===== src/rtl/serial_magnitude_comparator_pkg.sv =====
// Shared definitions for the serial magnitude comparator slice.
// Holds the one-hot compare codes {gt,lt,eq}, the FSM state encoding,
// and small helpers that decode a per-bit code beat.
package serial_magnitude_comparator_pkg;

    localparam logic [2:0] CMP_GT = 3'b100;
    localparam logic [2:0] CMP_LT = 3'b010;
    localparam logic [2:0] CMP_EQ = 3'b001;

    typedef enum logic {
        ST_COLLECT = 1'b0,
        ST_DONE    = 1'b1
    } state_t;

    // gt has priority over lt; anything else counts as equal
    function automatic logic [2:0] code_decode(input logic [2:0] code);
        logic [2:0] res;
        casez (code)
            3'b1??:  res = CMP_GT;
            3'b01?:  res = CMP_LT;
            default: res = CMP_EQ;
        endcase
        return res;
    endfunction

    // true when the beat settles the word (decoded gt or lt)
    function automatic logic code_resolves(input logic [2:0] code);
        return code_decode(code) != CMP_EQ;
    endfunction

    // true for any code that is not exactly one-hot
    function automatic logic code_illegal(input logic [2:0] code);
        return !((code == CMP_GT) || (code == CMP_LT) || (code == CMP_EQ));
    endfunction

endpackage


===== src/rtl/serial_magnitude_comparator_beat_counter.sv =====
// sercmp_beat_counter: WIDTH-parameterised beat up-counter.
// Ports:
//   clk  - clock
//   rst  - synchronous active-high reset
//   clr  - synchronous clear
//   inc  - advance by one beat
//   last - count == WIDTH-1 (current beat is the last of the word)
// The counter returns to zero when the last beat is taken, so it never
// leaves the range 0..WIDTH-1 even for non power-of-two widths.
module sercmp_beat_counter #(
    parameter int unsigned WIDTH = 8
) (
    input  logic clk,
    input  logic rst,
    input  logic clr,
    input  logic inc,
    output logic last
);

    localparam int unsigned CW = (WIDTH > 1) ? $clog2(WIDTH) : 1;

    logic [CW-1:0] count;

    assign last = (count == CW'(WIDTH - 1));

    // beat count within the current word
    always_ff @(posedge clk) begin
        if (rst || clr) begin
            count <= '0;
        end else if (inc) begin
            count <= last ? '0 : count + CW'(1);
        end
    end

endmodule


===== src/rtl/serial_magnitude_comparator.sv =====
// serial_magnitude_comparator: resolves a WIDTH-bit magnitude compare from a
// stream of per-bit one-hot codes {gt,lt,eq}, MSB beat first. The first
// non-equal beat decides the word; one result is offered per word.
// Ports:
//   clk, rst              - clock, synchronous active-high reset
//   in_valid/in_ready     - code beat handshake, in_code = {gt,lt,eq}
//   out_valid/out_ready   - word result handshake
//   out_res               - one-hot word result {gt,lt,eq}
//   out_err               - non one-hot code seen in this word
// Build option: define SERCMP_ERR_EN to enable the error flag; otherwise
// out_err is tied to 0 and the port list is unchanged.
module serial_magnitude_comparator
    import serial_magnitude_comparator_pkg::*;
#(
    parameter int unsigned WIDTH = 8
) (
    input  logic       clk,
    input  logic       rst,
    input  logic       in_valid,
    output logic       in_ready,
    input  logic [2:0] in_code,
    output logic       out_valid,
    input  logic       out_ready,
    output logic [2:0] out_res,
    output logic       out_err
);

    state_t     state;
    logic       resolved;
    logic [2:0] latched;
    logic       accept;
    logic       last;
    logic       clr;
    logic [2:0] dec;
    logic       hit;

    assign accept = in_valid && in_ready;
    assign clr    = (state == ST_DONE) && out_ready;
    assign dec    = code_decode(in_code);
    assign hit    = code_resolves(in_code);

    sercmp_beat_counter #(
        .WIDTH (WIDTH)
    ) u_beat_counter (
        .clk  (clk),
        .rst  (rst),
        .clr  (clr),
        .inc  (accept),
        .last (last)
    );

`ifdef SERCMP_ERR_EN
    logic err;
    logic bad;
    assign bad = code_illegal(in_code);

    // sticky per-word illegal-code flag, reported with the result
    always_ff @(posedge clk) begin
        if (rst) begin
            err     <= 1'b0;
            out_err <= 1'b0;
        end else if (state == ST_COLLECT) begin
            if (accept) begin
                err <= err | bad;
                if (last) begin
                    out_err <= err | bad;
                end
            end
        end else if (out_ready) begin
            err     <= 1'b0;
            out_err <= 1'b0;
        end
    end
`else
    assign out_err = 1'b0;
`endif

    // word FSM, resolve latch and registered handshake outputs
    always_ff @(posedge clk) begin
        if (rst) begin
            state     <= ST_COLLECT;
            resolved  <= 1'b0;
            latched   <= CMP_EQ;
            in_ready  <= 1'b1;
            out_valid <= 1'b0;
            out_res   <= 3'b000;
        end else begin
            case (state)
                ST_COLLECT: begin
                    if (accept) begin
                        if (!resolved && hit) begin
                            resolved <= 1'b1;
                            latched  <= dec;
                        end
                        if (last) begin
                            out_res   <= resolved ? latched : (hit ? dec : CMP_EQ);
                            state     <= ST_DONE;
                            in_ready  <= 1'b0;
                            out_valid <= 1'b1;
                        end
                    end
                end
                ST_DONE: begin
                    if (out_ready) begin
                        state     <= ST_COLLECT;
                        resolved  <= 1'b0;
                        in_ready  <= 1'b1;
                        out_valid <= 1'b0;
                    end
                end
                default: begin
                    state <= ST_COLLECT;
                end
            endcase
        end
    end

endmodule


===== config.mk =====
export PLATFORM = sky130hd
export DESIGN_NAME = serial_magnitude_comparator
export DESIGN_NICKNAME = d
export VERILOG_FILES = /design/src/rtl/serial_magnitude_comparator_pkg.sv /design/src/rtl/serial_magnitude_comparator_beat_counter.sv /design/src/rtl/serial_magnitude_comparator.sv
export SDC_FILE = /design/constraint.sdc
export NUM_CORES = 1
export LEC_CHECK = 0
export CAP_MARGIN = 20
export CORE_AREA = 2 2 39 41
export CTS_BUF_LIST = sky130_fd_sc_hd__clkbuf_8 sky130_fd_sc_hd__clkbuf_16
export DETAILED_ROUTE_END_ITERATION = 8
export DIE_AREA = 0 0 41 43
export DONT_BUFFER_PORTS = 1
export PLACE_DENSITY_LB_ADDON = 0.05
export SLEW_MARGIN = 20
export SYNTH_ARGS = -nofsm -noshare
export SYNTH_HDL_FRONTEND = slang
export SYNTH_SLANG_ARGS = --single-unit
export TNS_END_PERCENT = 20

===== constraint.sdc =====
create_clock -name clk -period 3.4 [get_ports clk]
set_clock_uncertainty 0.15 [all_clocks]
set_input_delay 0.51 -clock clk [delete_from_list [all_inputs] [get_ports clk]]
set_output_delay 0.51 -clock clk [all_outputs]
set_load 0.02 [all_outputs]

; Word-level counts from Yosys, hierarchy flattened
; Cells that the tools add are included.
[op_classes]
add_sub_neg = 1
eq_ne = 7
muxes = 19
bitwise = 1
reduce_logical = 9
[ops]
columns = op, n
row1 = AND reduction 3 bit, 4
row2 = 2-to-1 mux 1 bit, 11
row3 = 2-to-1 mux 3 bit, 3
row4 = one-hot mux 1 bit (2 select lines), 4
row5 = "!= test 2 bit, second input constant", 3
row6 = one-hot mux 3 bit (2 select lines), 1
row7 = "adder 3 x 1 -> 3 bit, second input constant", 1
row8 = "== test 3 bit, second input constant", 1
row9 = logical AND 1 bit, 3
row10 = "!= test 3 x 1 -> 1 bit, second input constant", 1
row11 = "== test 2 x 1 -> 1 bit, second input constant", 1
row12 = "!= test 2 x 1 -> 1 bit, second input constant", 1
row13 = zero test 1 bit, 1
row14 = logical OR 1 bit, 1
row15 = NOT 1 bit, 1
[totals]
regBits = 13
in_bits = 7
output_inout_bits = 6
wordCells = 44

; Depth between registers and ports, before layout
[logic_depth]
word_depth = 7
mapped_depth = 5
depth_no_buf = 5

; By module
; From an unflattened synthesis, not the netlist that was laid out.
[hier_totals]
cells_unflattened = 60
area_unflattened_um2 = 585.6
[by_module_without_submodules]
columns = mod, instances, cells_per_inst, area_each_um2, seq_area_each_um2
row1 = serial_magnitude_comparator, 1, 48, 442.9, 200.2
row2 = sercmp_beat_counter, 1, 12, 142.6, 60.1

; Worst setup path before layout
; No wires, ideal clock.
[synth_timing]
kind = register to register
start = register u_beat_counter.count[0]
end = register out_res[1]
setup_ps = 86
t_arrival_ps = 1110
t_required_ps = 3164
setup_slack_ps = 2055
stages_incl_launch_ff = 6
path_buffers = 0
period_less_slack_ps = 1345
cell_sequence = dfxtp_1 -> ha_1 -> ha_1 -> and4b_2 -> nor2_1 -> a211oi_1
[synth_via]
elab_chain_len = 2
[synth_rtl]
columns = element, line
row1 = from (decl), serial_magnitude_comparator_beat_counter.sv:22  ; logic [CW-1:0] count;
row2 = from (signal assigned), serial_magnitude_comparator_beat_counter.sv:31  ; count <= last ? '0 : count + CW'(1);
row3 = == test 3 bit, serial_magnitude_comparator_beat_counter.sv:24  ; assign last = (count == CW'(WIDTH - 1));
row4 = AND reduction 3 bit (no source line), -
row5 = to (signal assigned), serial_magnitude_comparator.sv:96  ; out_res <= resolved ? latched : (hit ? dec : CMP_EQ);
row6 = to (decl), serial_magnitude_comparator.sv:24  ; output logic [2:0] out_res,
; No other way between the ends.
; A chain may end at the register's enable or synchronous reset.

; Final worst setup path
[layout_timing]
start = register u_beat_counter.count[0]
end = register out_res[0]
; The elaborated chain is that of the path after synthesis.

==> flow_summary.yaml <==
logic_synthesis:
  synth-seq-cells: 13
  synth_xor_area_share_pct: 0
  synthAdderAreaFrac_pct: 4.39
  avgSynthCellArea_um2: 9.20
  netlist_area_um2: 571
  ys_seq_area_share_pct: 45.6
  synth_top_family_by_area: "simple AND/OR/NAND/NOR gates"
  synth_compound_area_share_pct: 18.2
  yosys_warnings: 0
  syn_nets: 71
  yosysUniqueCellTypes: 24
  synth_simple_gate_area_share_pct: 23.7
  syn-instance-count: 62
  synth.area.mux_share_pct: 3.51
detailed_routing:
  wl_um: 933
  vias: 404
  remaining_drc_errors: 0
  dr.pass1.iters: 2
  ant_nets: 0
  wire_per_inst_um: 11.8
  viasPerCell: 5.11
  drt_iter0_drc: 1
cells_and_area:
  diodes: 0
  fill_cells: 152
  drive_above_1_share_pct: 11.1
  final_util_pct: 44.3
  nNetsFinal: 73
  area_delta_synth_final_pct: 7.46
  final_area_um2: 613
place:
  pre_cts_ws_ns: 1.89
  io_buffers: 0
  placed_cell_area_um2: 568
  place_congestion: 0.721
  dp_hpwl_um: 691
clock_network:
  postCtsSetupBuffers: 0
  cts_buffers: 3
  cts_tree: "yes"
  clk_pin_slew_ns: 0.05
  htreeDepth: 1
  cts.repair.resized: 0
  ctsLongestPathBuffers: 2
  clk-insertion-delay-late_ns: 0.24
  cts_root_buffer: "clkbuf_8"
  numClockSinks: 13
  cts_hold_repair.buffers: 0
status:
  outcome: "completed"
timing:
  setup-tns-final_ns: 0
  finalSetupViolCount: 0
  period_share_pct: 44.3
  setup_ws_ns: 1.89
  fmax_mhz: 664
  hold_viol_final: 0
  drv_slew: 0
  fin_crit_ns: 1.51
  rsz0062_at_grt: "false"
floorplanning:
  die_h_um: 43
  initial_utilization_pct: 41.2
  coreArea_um2: 1380
  io_pins: 13
  dieArea_um2: 1760
  die_w_um: 41
  rows: 14
grt:
  grt_overflow: 0
  grt_pass1_wl_mm: 1.52
  grt_max_degree: 13
  grt_pass1_vias: 384
  antenna_found_initial: 0
  groute.usage.overall_pct: 13.4
worst_setup_path:
  critPathTopFamily: "flip-flops"
  critical_path.most_common_cell: "ha_1"
  critPathRequiredTime_ns: 3.38
  critPathSlowestCell: "dfxtp_1"
  cp_max_fo: 4
  end_kind: "flop"
  crit_path_cell_trace: "ha_1 -> ha_1 -> nand4b_1 -> a211oi_1 -> nor3_1"
  path_buf_inv: 0
  max_stage_delay_ns: 0.35
  start_kind: "flop"
  cp.arrival_ns: 1.48
  path_class: "reg -> reg"
pwr:
  power.leakage_nw: 0.236
  powerDensity_nw_per_um2: 514
  peakVddDrop_mv: 0.252
flow_run:
  cap_violations: 0
hold_path:
  hp-class: "in -> reg"
## flip-flops by register name (all words and copies together) (netlist names)
name                  count
in_ready                  1
latched                   3
state                     1
out_valid                 1
out_res                   3
u_beat_counter.count      3
resolved                  1
## metrics by stage
step / hold slack [ns] / total power, mW / cells
5_1_grt: 0.166 / 0.332 / 79
6_report: 0.179 / 0.315 / 79
3_5_place_dp: 0.304 / 0.187 / 75
4_1_cts: 0.173 / 0.320 / 79
3_3_place_gp: 0.301 / 0.187 / 75
2_1_floorplan: 0.277 / 0.188 / 62
## worst reg2reg max path, stage by stage, from the launching register on
cell,delay (ns)
dfxtp_1,0.35
ha_1,0.16
ha_1,0.19
nand4b_1,0.20
a211oi_1,0.28
nor3_1,0.07
## synth_stat cells
master	number	area, um2
dfxtp_1	13	260
mux2i_1	2	20.0
and4b_2	1	11.3
nand4b_1	1	8.76
a21o_1	1	7.51
buf_4	1	7.51
conb_1	1	3.75
o21ai_1	1	5.00
nor3_1	2	10.0
a21oi_1	7	35.0
nand2_1	9	33.8
nand3_1	2	10.0
o21bai_1	1	7.51
o21ai_0	1	5.00
buf_6	1	11.3
nor2_1	5	18.8
a211oi_1	3	22.5
nand2b_1	3	18.8
ha_1	2	25.0
and4bb_4	1	16.3
a211oi_2	1	12.5
clkbuf_1	1	3.75
a21oi_2	1	8.76
nor3b_1	1	7.51
## layer usage
metal,GRT usage (%),routed length (um),vias to the layer above
li1,-,-,220
met1,16.6,479,173
met2,16.9,391,11
met3,9.95,62,0
met4,6.00,0,0
met5,0,0,-
## where the power goes
part	switching [mW]	internal, mW	total, mW
Sequential	0.00486	0.159	0.163
Clock	0.0522	0.0795	0.132
Combinational	0.00913	0.0106	0.0198
## path summary, 6_finish.rpt
kind	cells past startpoint	start	slack, ns	end
worst max-delay path	5	u_beat_counter.count[0]$_SDFFE_PP0P_	1.89	out_res[0]$_SDFFE_PP0P_
worst min-delay path	1	rst	0.18	latched[1]$_SDFFE_PP0P_
worst max register to register	5	u_beat_counter.count[0]$_SDFFE_PP0P_	1.89	out_res[0]$_SDFFE_PP0P_
worst min register to register	2	u_beat_counter.count[1]$_SDFFE_PP0P_	0.31	u_beat_counter.count[1]$_SDFFE_PP0P_
## layout by cell type, fill, tap and decap left out, drive strengths merged, types with 3 or more instances in the layout
master,n
nor2,5
a21oi,8
nand2b,3
clkbuf,3
dfxtp,13
nand2,9
a211oi,4
## cell type report
cell class	instances	area, um2	area share, %
Clock inverter	1	3.75	0.612
Sequential cell	13	260	42.4
Tap cell	16	20.0	3.27
Clock buffer	3	41.3	6.73
Multi-Input combinational cell	46	288	46.9
## kinds of logic after synthesis
| group | Yosys count |
|---|---|
| other | 1 |
| multiplexers | 2 |
| flip-flops | 13 |
| adder cells (fa/ha/maj) | 2 |
| buffers and inverters | 3 |
| AND/OR/NAND/NOR | 25 |
| AO/OA/AOI/OAI | 16 |
Power figures use the tool's default switching activity.
